File: config.mk
export PLATFORM = sky130hd
export DESIGN_NAME = gpio_tx_arbiter
export DESIGN_NICKNAME = d
export VERILOG_FILES = /design/src/rtl/gpio_tx_arbiter.sv
export SDC_FILE = /design/constraint.sdc
export NUM_CORES = 1
export LEC_CHECK = 0
export CORE_MARGIN = 1.5
export CORE_UTILIZATION = 45
export CTS_BUF_LIST = sky130_fd_sc_hd__clkbuf_2
export DETAILED_ROUTE_END_ITERATION = 6
export PLACE_DENSITY = 0.91
export SYNTH_ARGS = -nofsm -noshare
export SYNTH_HDL_FRONTEND = slang
export SYNTH_SLANG_ARGS = --single-unit
File: constraint.sdc
create_clock -name clock -period 2.2 [get_ports clock]
set_clock_uncertainty 0.05 [all_clocks]
set_input_delay 0.66 -clock clock [delete_from_list [all_inputs] [get_ports clock]]
set_output_delay 0.66 -clock clock [all_outputs]
set_load 0.005 [all_outputs]
File: src/rtl/gpio_tx_arbiter.sv
// Round-robin packer of processor words / keyboard bytes into 4-word frames for the GPIO link.
// Latency: grant 1 cycle after valid in IDLE; data_ready 1 cycle after the 4th beat or the flush point.
// Backpressure: only the owner sees ready, and only in COLLECT; SEND waits for a link_done rising edge or times out.
module gpio_tx_arbiter #(
    parameter int unsigned TIMEOUT_CYCLES = 1023,
    parameter int unsigned FLUSH_CYCLES   = 255
) (
    input  logic         clock,
    input  logic         reset,
    input  logic         p_valid,
    input  logic [31:0]  p_data,
    output logic         p_ready,
    input  logic         k_valid,
    input  logic [7:0]   k_data,
    output logic         k_ready,
    input  logic         link_done,
    output logic         data_ready,
    output logic [127:0] message_out,
    output logic         owner,
    output logic         timeout_err,
    output logic [15:0]  frames_sent
);
    localparam int TW = $clog2(TIMEOUT_CYCLES + 1);
    localparam int FW = $clog2(FLUSH_CYCLES + 1);
    localparam logic [TW-1:0] TMO_LAST   = TW'(TIMEOUT_CYCLES - 1);
    localparam logic [FW-1:0] FLUSH_LAST = FW'(FLUSH_CYCLES - 1);

    typedef enum logic [1:0] {IDLE, COLLECT, SEND} state_t;

    state_t        state, state_nxt;
    logic          last_served;
    logic          link_done_q;
    logic [1:0]    count;
    logic [FW-1:0] idle_cnt;
    logic [TW-1:0] tmo_cnt;

    logic          grant_k, beat, link_rise, complete, timeout, flush;
    logic [31:0]   beat_word;

    always_ff @(posedge clock) begin
        if (reset) state <= IDLE;
        else       state <= state_nxt;
    end

    always_comb begin
        state_nxt = state;
        grant_k   = k_valid && (!p_valid || !last_served);
        beat      = owner ? k_valid : p_valid;
        beat_word = owner ? {24'h0, k_data} : p_data;
        link_rise = link_done && !link_done_q;
        complete  = 1'b0;
        timeout   = 1'b0;
        flush     = 1'b0;
        case (state)
            IDLE: begin
                if (p_valid || k_valid) state_nxt = COLLECT;
            end
            COLLECT: begin
                flush = !beat && (count != 2'd0) && (idle_cnt == FLUSH_LAST);
                if ((beat && count == 2'd3) || flush) state_nxt = SEND;
            end
            SEND: begin
                // a rising edge on the last allowed cycle still counts as completion
                complete = link_rise;
                timeout  = !link_rise && (tmo_cnt == TMO_LAST);
                if (complete || timeout) state_nxt = IDLE;
            end
            default: state_nxt = IDLE;
        endcase
    end

    always_comb begin
        p_ready = (state == COLLECT) && !owner;
        k_ready = (state == COLLECT) && owner;
    end

    always_ff @(posedge clock) begin
        if (reset) begin
            data_ready  <= 1'b0;
            message_out <= '0;
            owner       <= 1'b0;
            timeout_err <= 1'b0;
            frames_sent <= '0;
            last_served <= 1'b1;
            link_done_q <= 1'b0;
            count       <= '0;
            idle_cnt    <= '0;
            tmo_cnt     <= '0;
        end else begin
            link_done_q <= link_done;
            timeout_err <= timeout;
            data_ready  <= (state_nxt == SEND);
            if (state != SEND) tmo_cnt <= '0;
            case (state)
                IDLE: begin
                    if (p_valid || k_valid) begin
                        owner       <= grant_k;
                        count       <= '0;
                        idle_cnt    <= '0;
                        message_out <= '0;
                    end
                end
                COLLECT: begin
                    if (beat) begin
                        for (int i = 0; i < 4; i++) begin
                            if (count == 2'(i)) message_out[32*i +: 32] <= beat_word;
                        end
                        count    <= count + 2'd1;
                        idle_cnt <= '0;
                    end else if (count != 2'd0) begin
                        idle_cnt <= idle_cnt + 1'b1;
                    end
                end
                SEND: begin
                    tmo_cnt <= tmo_cnt + 1'b1;
                    if (complete) frames_sent <= frames_sent + 16'd1;
                    if (complete || timeout) last_served <= owner;
                end
                default: ;
            endcase
        end
    end
endmodule
**Word-level counts from Yosys, hierarchy flattened**

Cells that the tools add are included.

- Word-level logic and storage cells: 91
- Register bits after elaboration: 171
- Input port bits: 45
- Output and inout bits: 149

- Multiplexer cells: 24
- Equality and inequality tests: 16
- Reductions and logical operators: 33
- Add/subtract/negate cells: 4

Operators by type and width:

| kind | number |
|---|---|
| 128-bit two-way mux | 2 |
| 128-bit one-hot mux with 2 select lines | 1 |
| 32-bit two-way mux | 5 |
| 8-bit two-way mux | 3 |
| 10-bit two-way mux | 2 |
| 16-bit by 1-bit adder with 16-bit output (second input constant) | 1 |
| 8-bit one-hot mux with 2 select lines | 1 |
| 4-bit AND reduction | 4 |
| 10-bit by 1-bit adder with 10-bit output (second input constant) | 1 |
| 10-bit == test (second input constant) | 1 |
| 2-bit two-way mux | 5 |
| 8-bit by 1-bit adder with 8-bit output (second input constant) | 1 |
| 2-bit == test (second input constant) | 4 |
| 8-bit == test (second input constant) | 1 |
| 1-bit logical AND | 8 |
| 2-bit inequality test (second input constant) | 4 |
| 1-bit logical NOT | 6 |
| 2-bit by 1-bit inequality test with 1-bit output (second input constant) | 3 |
| 2-bit one-hot mux with 3 select lines | 1 |
| 2-bit AND reduction | 3 |
| 3-bit AND reduction | 2 |
| 2-bit nonzero test | 3 |
| 1-bit logical OR | 5 |
| 2-bit by 1-bit == test with 1-bit output (second input constant) | 2 |
| 5 further kinds | 8 |

**Logic depth before layout (Yosys ltp)**

- Word-level depth: 8
- Gate-level depth with buffers: 8
- Depth with buffers taken out: 6

**Worst setup path before layout**

OpenSTA, ideal clock, no wires.

- Path type: input to register
- From: input port p_valid
- To: register message_out[100]
- Cell stages on the path: 7
- Path slack: 36 ps
- Library setup time: 121 ps
- Path buffers: 3
- Data required time: 2,029 ps
- Data arrival time: 1,993 ps
- Path through: buf_2 -> mux2_2 -> nand2_1 -> a21o_1 -> buf_2 -> buf_2 -> mux2_2

- Word-level cells in the longest chain between the ends: 3
- Elaborated cells between the ends (all ways): 5
- Those cells by class: 2 x eq/ne; 1 x mux; 2 x reduce/logical

RTL lines:

| item | RTL line | text |
|---|---|---|
| start: declaration | 10 | `input logic p_valid,` |
| 1-bit two-way mux / 1-bit logical OR (equally long branches) | 48, 96 |  |
| 2-bit inequality test (no source line) | - |  |
| 4-bit AND reduction (no source line) (*) | - |  |
| end signal: indexed assignment | 106 | `if (count == 2'(i)) message_out[32*i +: 32] <= beat_word;` |
| end: declaration | 18 | `output logic [127:0] message_out,` |

Mark *: on every way between the ends. The rest lies on a longest branch, timed or not.
A chain may end at the register's enable or synchronous reset.

**Worst setup path after layout**

- From: register state[1]
- To: output port k_ready

- Word-level cells in the longest chain between the ends: 2

RTL lines:

| item | RTL line | text |
|---|---|---|
| start: declaration | 30 | `state_t state, state_nxt;` |
| start signal: assignment | 42 | `else state <= state_nxt;` |
| 2-bit by 1-bit == test with 1-bit output | - |  |
| 1-bit logical AND | 74 | `k_ready = (state == COLLECT) && owner;` |
| end: declaration | 15 | `output logic k_ready,` |

No other way between the ends.

==> results.md <==
- Status: complete, but fails checks
- Failing checks: setup timing
- CTS Buf Count: 17
- CP Launch Type: flop
- CTS tree: yes
- Hold Crit Class: input pin to flop
- Tot Pwr: about 6.2 mW
- Final setup margin: -0.0855 ns
- MaxCap Viol Count: 0
- Vias: 6,337
- CP max FO: 4
- Drt total wl: between 15 and 20 mm
- Number of vias per cell: 5.26
- Syn_area_per_cell: roughly 9.5 um^2
- Max Buffers Root-to-Sink: 2
- Core ar.: around 15,000 um^2
- Power Dens Cells: 618 nW/um^2
- RSZ-0062 raised after global routing: true
- Row count: 45
- #FFs+latches synth: 171
- Max_slew headroom: around three fifths
- Clock latency on the worst-skew pair: 0.72 ns
- Kind of critical path: flop to output port
- WHS Endpoint: data_ready
- Max VDD drop: 533 uV
- CP Data Arrival Time: 1.58 ns
- Post-synth EDFFs: 0
- Synth area leader: dfxtp_1
- Layout cells sized above 1: between 20 and 30%
- Leak: 4.36 nW
- Reg2Reg Depth: 8
- Synth top cells by count: dfxtp_1, nand3b_1, o21ai_0, nand2_1, nor2_1
- Post-route design area: 10,000 um^2
- Initial core utilization: a little under half
- Worst Hold Launch: reset
- Setup_tns: -0.117 ns
- Cell with the most instances after synthesis: dfxtp_1
- Setup-failing EPs final: 2
- Initial antenna violation count: 1
- R2R setup slack: about 0.080 ns
- Worst R2R End: message_out[82]
- Cts hold-fix bufs: 0
- Top cells by area, synth: dfxtp_1, nand3b_1, mux2i_1
- Iter 0 DRT Violations: between 400 and 500
- Pre-CTS setup slack: -0.471 ns
- CP required: about 1.5 ns
- Largest net degree at the start of global routing: 120
- Syn Nets: 799
- Period utilisation layout: 104%
- Drt drc: 0
- First-pass GRT wire length: 30.5 mm
- Share of the yosys chip area belonging to registers: 48.5%
- Netlist Area Pre-Place: 7060 um^2
- Slew @ Worst Pin: roughly 0.6 ns
- Wire per inst: 16.5 um
- Max frequency: about 440 MHz
- Die Area: 16,500 um^2
- Gr usage total: 23.6%
- Reg clk slew, reported paths: between 0.2 and 0.25 ns
- H-tree depth: 4
- Syn Inst Count: around 750
- Root buffer cell: clkbuf_2
- Layout area overhead: 42.2%
- IO Count: 194
- Reg2reg start: state[0]
- Minimum clock period: 2.29 ns
- Drt pass-1 iters: 5
- Setup crit end kind: output port
- Synth cell types: 48
- Dpl cell area: 9410 um^2
- Die H: 128 um
- Finished Core Util: 65.8%
- Synth warnings: 0
- Fin. Hold Viols: 0
- Gp weighted congestion: roughly 0.87
- Dpl hpwl: 12.9 mm
- Remaining antenna violation count: 0
- Grt ovf: 0
- Clk sinks: 171
- Synth top area share: 48.5%
- Primary FF master, synth: dfxtp_1
- Number of global-route vias before repair: 5,956
- Nets: about 1,000
- Synth async-reset ratio: 0%
- Final Max Tran Viols: 0
- Port Buffers: ~190
- Die width: between 100 and 150 um
- Hold Path Cell Cnt: 4
==> per-layer routing <==
layer	wire [um]	track usage [%]
met4	487	9.45
met1	8290	27.5
met5	0	0
met2	9660	40.3
met3	1460	7.64
==> stage by stage <==
step,instances,hold slack [ns]
floorplan,745,0.391
global placement,1132,0.401
detailed placement,1132,0.415
CTS,1197,0.240
global route,1204,0.285
finish,1204,0.360
==> cell usage in the layout (no fill, tap or decap), types with 4 or more instances in the layout <==
| cell type | instances |
|---|---|
| a21oi_1 | 11 |
| and3_1 | 5 |
| buf_12 | 7 |
| buf_4 | 69 |
| buf_6 | 4 |
| clkbuf_2 | 19 |
| clkdlybuf4s15_1 | 35 |
| clkdlybuf4s50_1 | 43 |
| clkinv_4 | 4 |
| dfxtp_1 | 23 |
| dfxtp_2 | 140 |
| dfxtp_4 | 8 |
| dlygate4sd2_1 | 109 |
| ha_1 | 9 |
| inv_1 | 9 |
| mux2_2 | 12 |
| mux2i_1 | 35 |
| nand2_1 | 63 |
| nand2b_1 | 26 |
| nand3_1 | 12 |
| nand3b_1 | 122 |
| nand4_1 | 7 |
| nor2_1 | 38 |
| nor2b_1 | 12 |
| nor3_1 | 11 |
| o21ai_0 | 70 |
| o21ai_1 | 9 |
| or3_1 | 4 |
| or3b_2 | 5 |
| xnor2_1 | 11 |
| xor2_1 | 7 |
==> state kept, by name (all words and copies together), names as in the netlist <==
register / cells
count: 2
state: 2
data_ready: 1
message_out: 128
last_served: 1
timeout_err: 1
idle_cnt: 8
owner: 1
link_done_q: 1
frames_sent: 16
tmo_cnt: 10
==> power breakdown <==
part           total, mW  internal, mW  switching [mW]  leakage [nW]
combinational       1.21         0.588           0.620          2.77
clock               1.64         0.519            1.12         0.137
sequential          3.36          3.28          0.0840          1.46
total               6.21          4.39            1.83          4.36
==> worst max-delay path by stage <==
stage | start | end | cells after the start | slack [ns]
6_report | state[1] | k_ready | 4 | -0.09
3_5_place_dp | p_valid | message_out[34] | 7 | -0.47
2_1_floorplan | p_valid | message_out[100] | 7 | 0.04
5_1_grt | state[1] | k_ready | 4 | -0.22
4_1_cts | state[1] | k_ready | 4 | -0.17
3_3_place_gp | p_valid | idle_cnt[7] | 5 | -0.44
==> kinds of logic (layout without fill, tap and decap cells) <==
family / Yosys count / count (layout) / synth area share [%]
compound gates: 112 / 112 / 9.09
xor+xnor: 18 / 18 / 2.23
fa+ha+maj: 9 / 9 / 1.59
buf+inv: 65 / 312 / 4.43
flops: 171 / 171 / 48.5
mux: 47 / 47 / 6.87
other cells: 0 / 1 / 0
simple gates: 323 / 323 / 27.3
==> final cells by class <==
type,instances,area [um^2]
antenna,1,2.50
clock buffer,17,85.1
clock inverter,15,149
fill,1169,5210
inverter,9,33.8
multi-input combinational,509,3420
sequential,171,3630
tap,211,264
timing repair buffer,271,2460
==> critical path, cell delays in order, from the launching register on <==
cell and delay [ns]:
dfxtp_4 0.41, buf_6 0.12, nor2b_4 0.11, and2_1 0.12, buf_2 0.10
==> repair_timing <==
item                                    4_1_cts  5_1_grt
pin swaps                                     2        1
buffers inserted                             33        6
endpoints found under the setup margin      149       43
gates resized for setup                     321       44
Note: power is estimated with default switching activity, not from simulation.
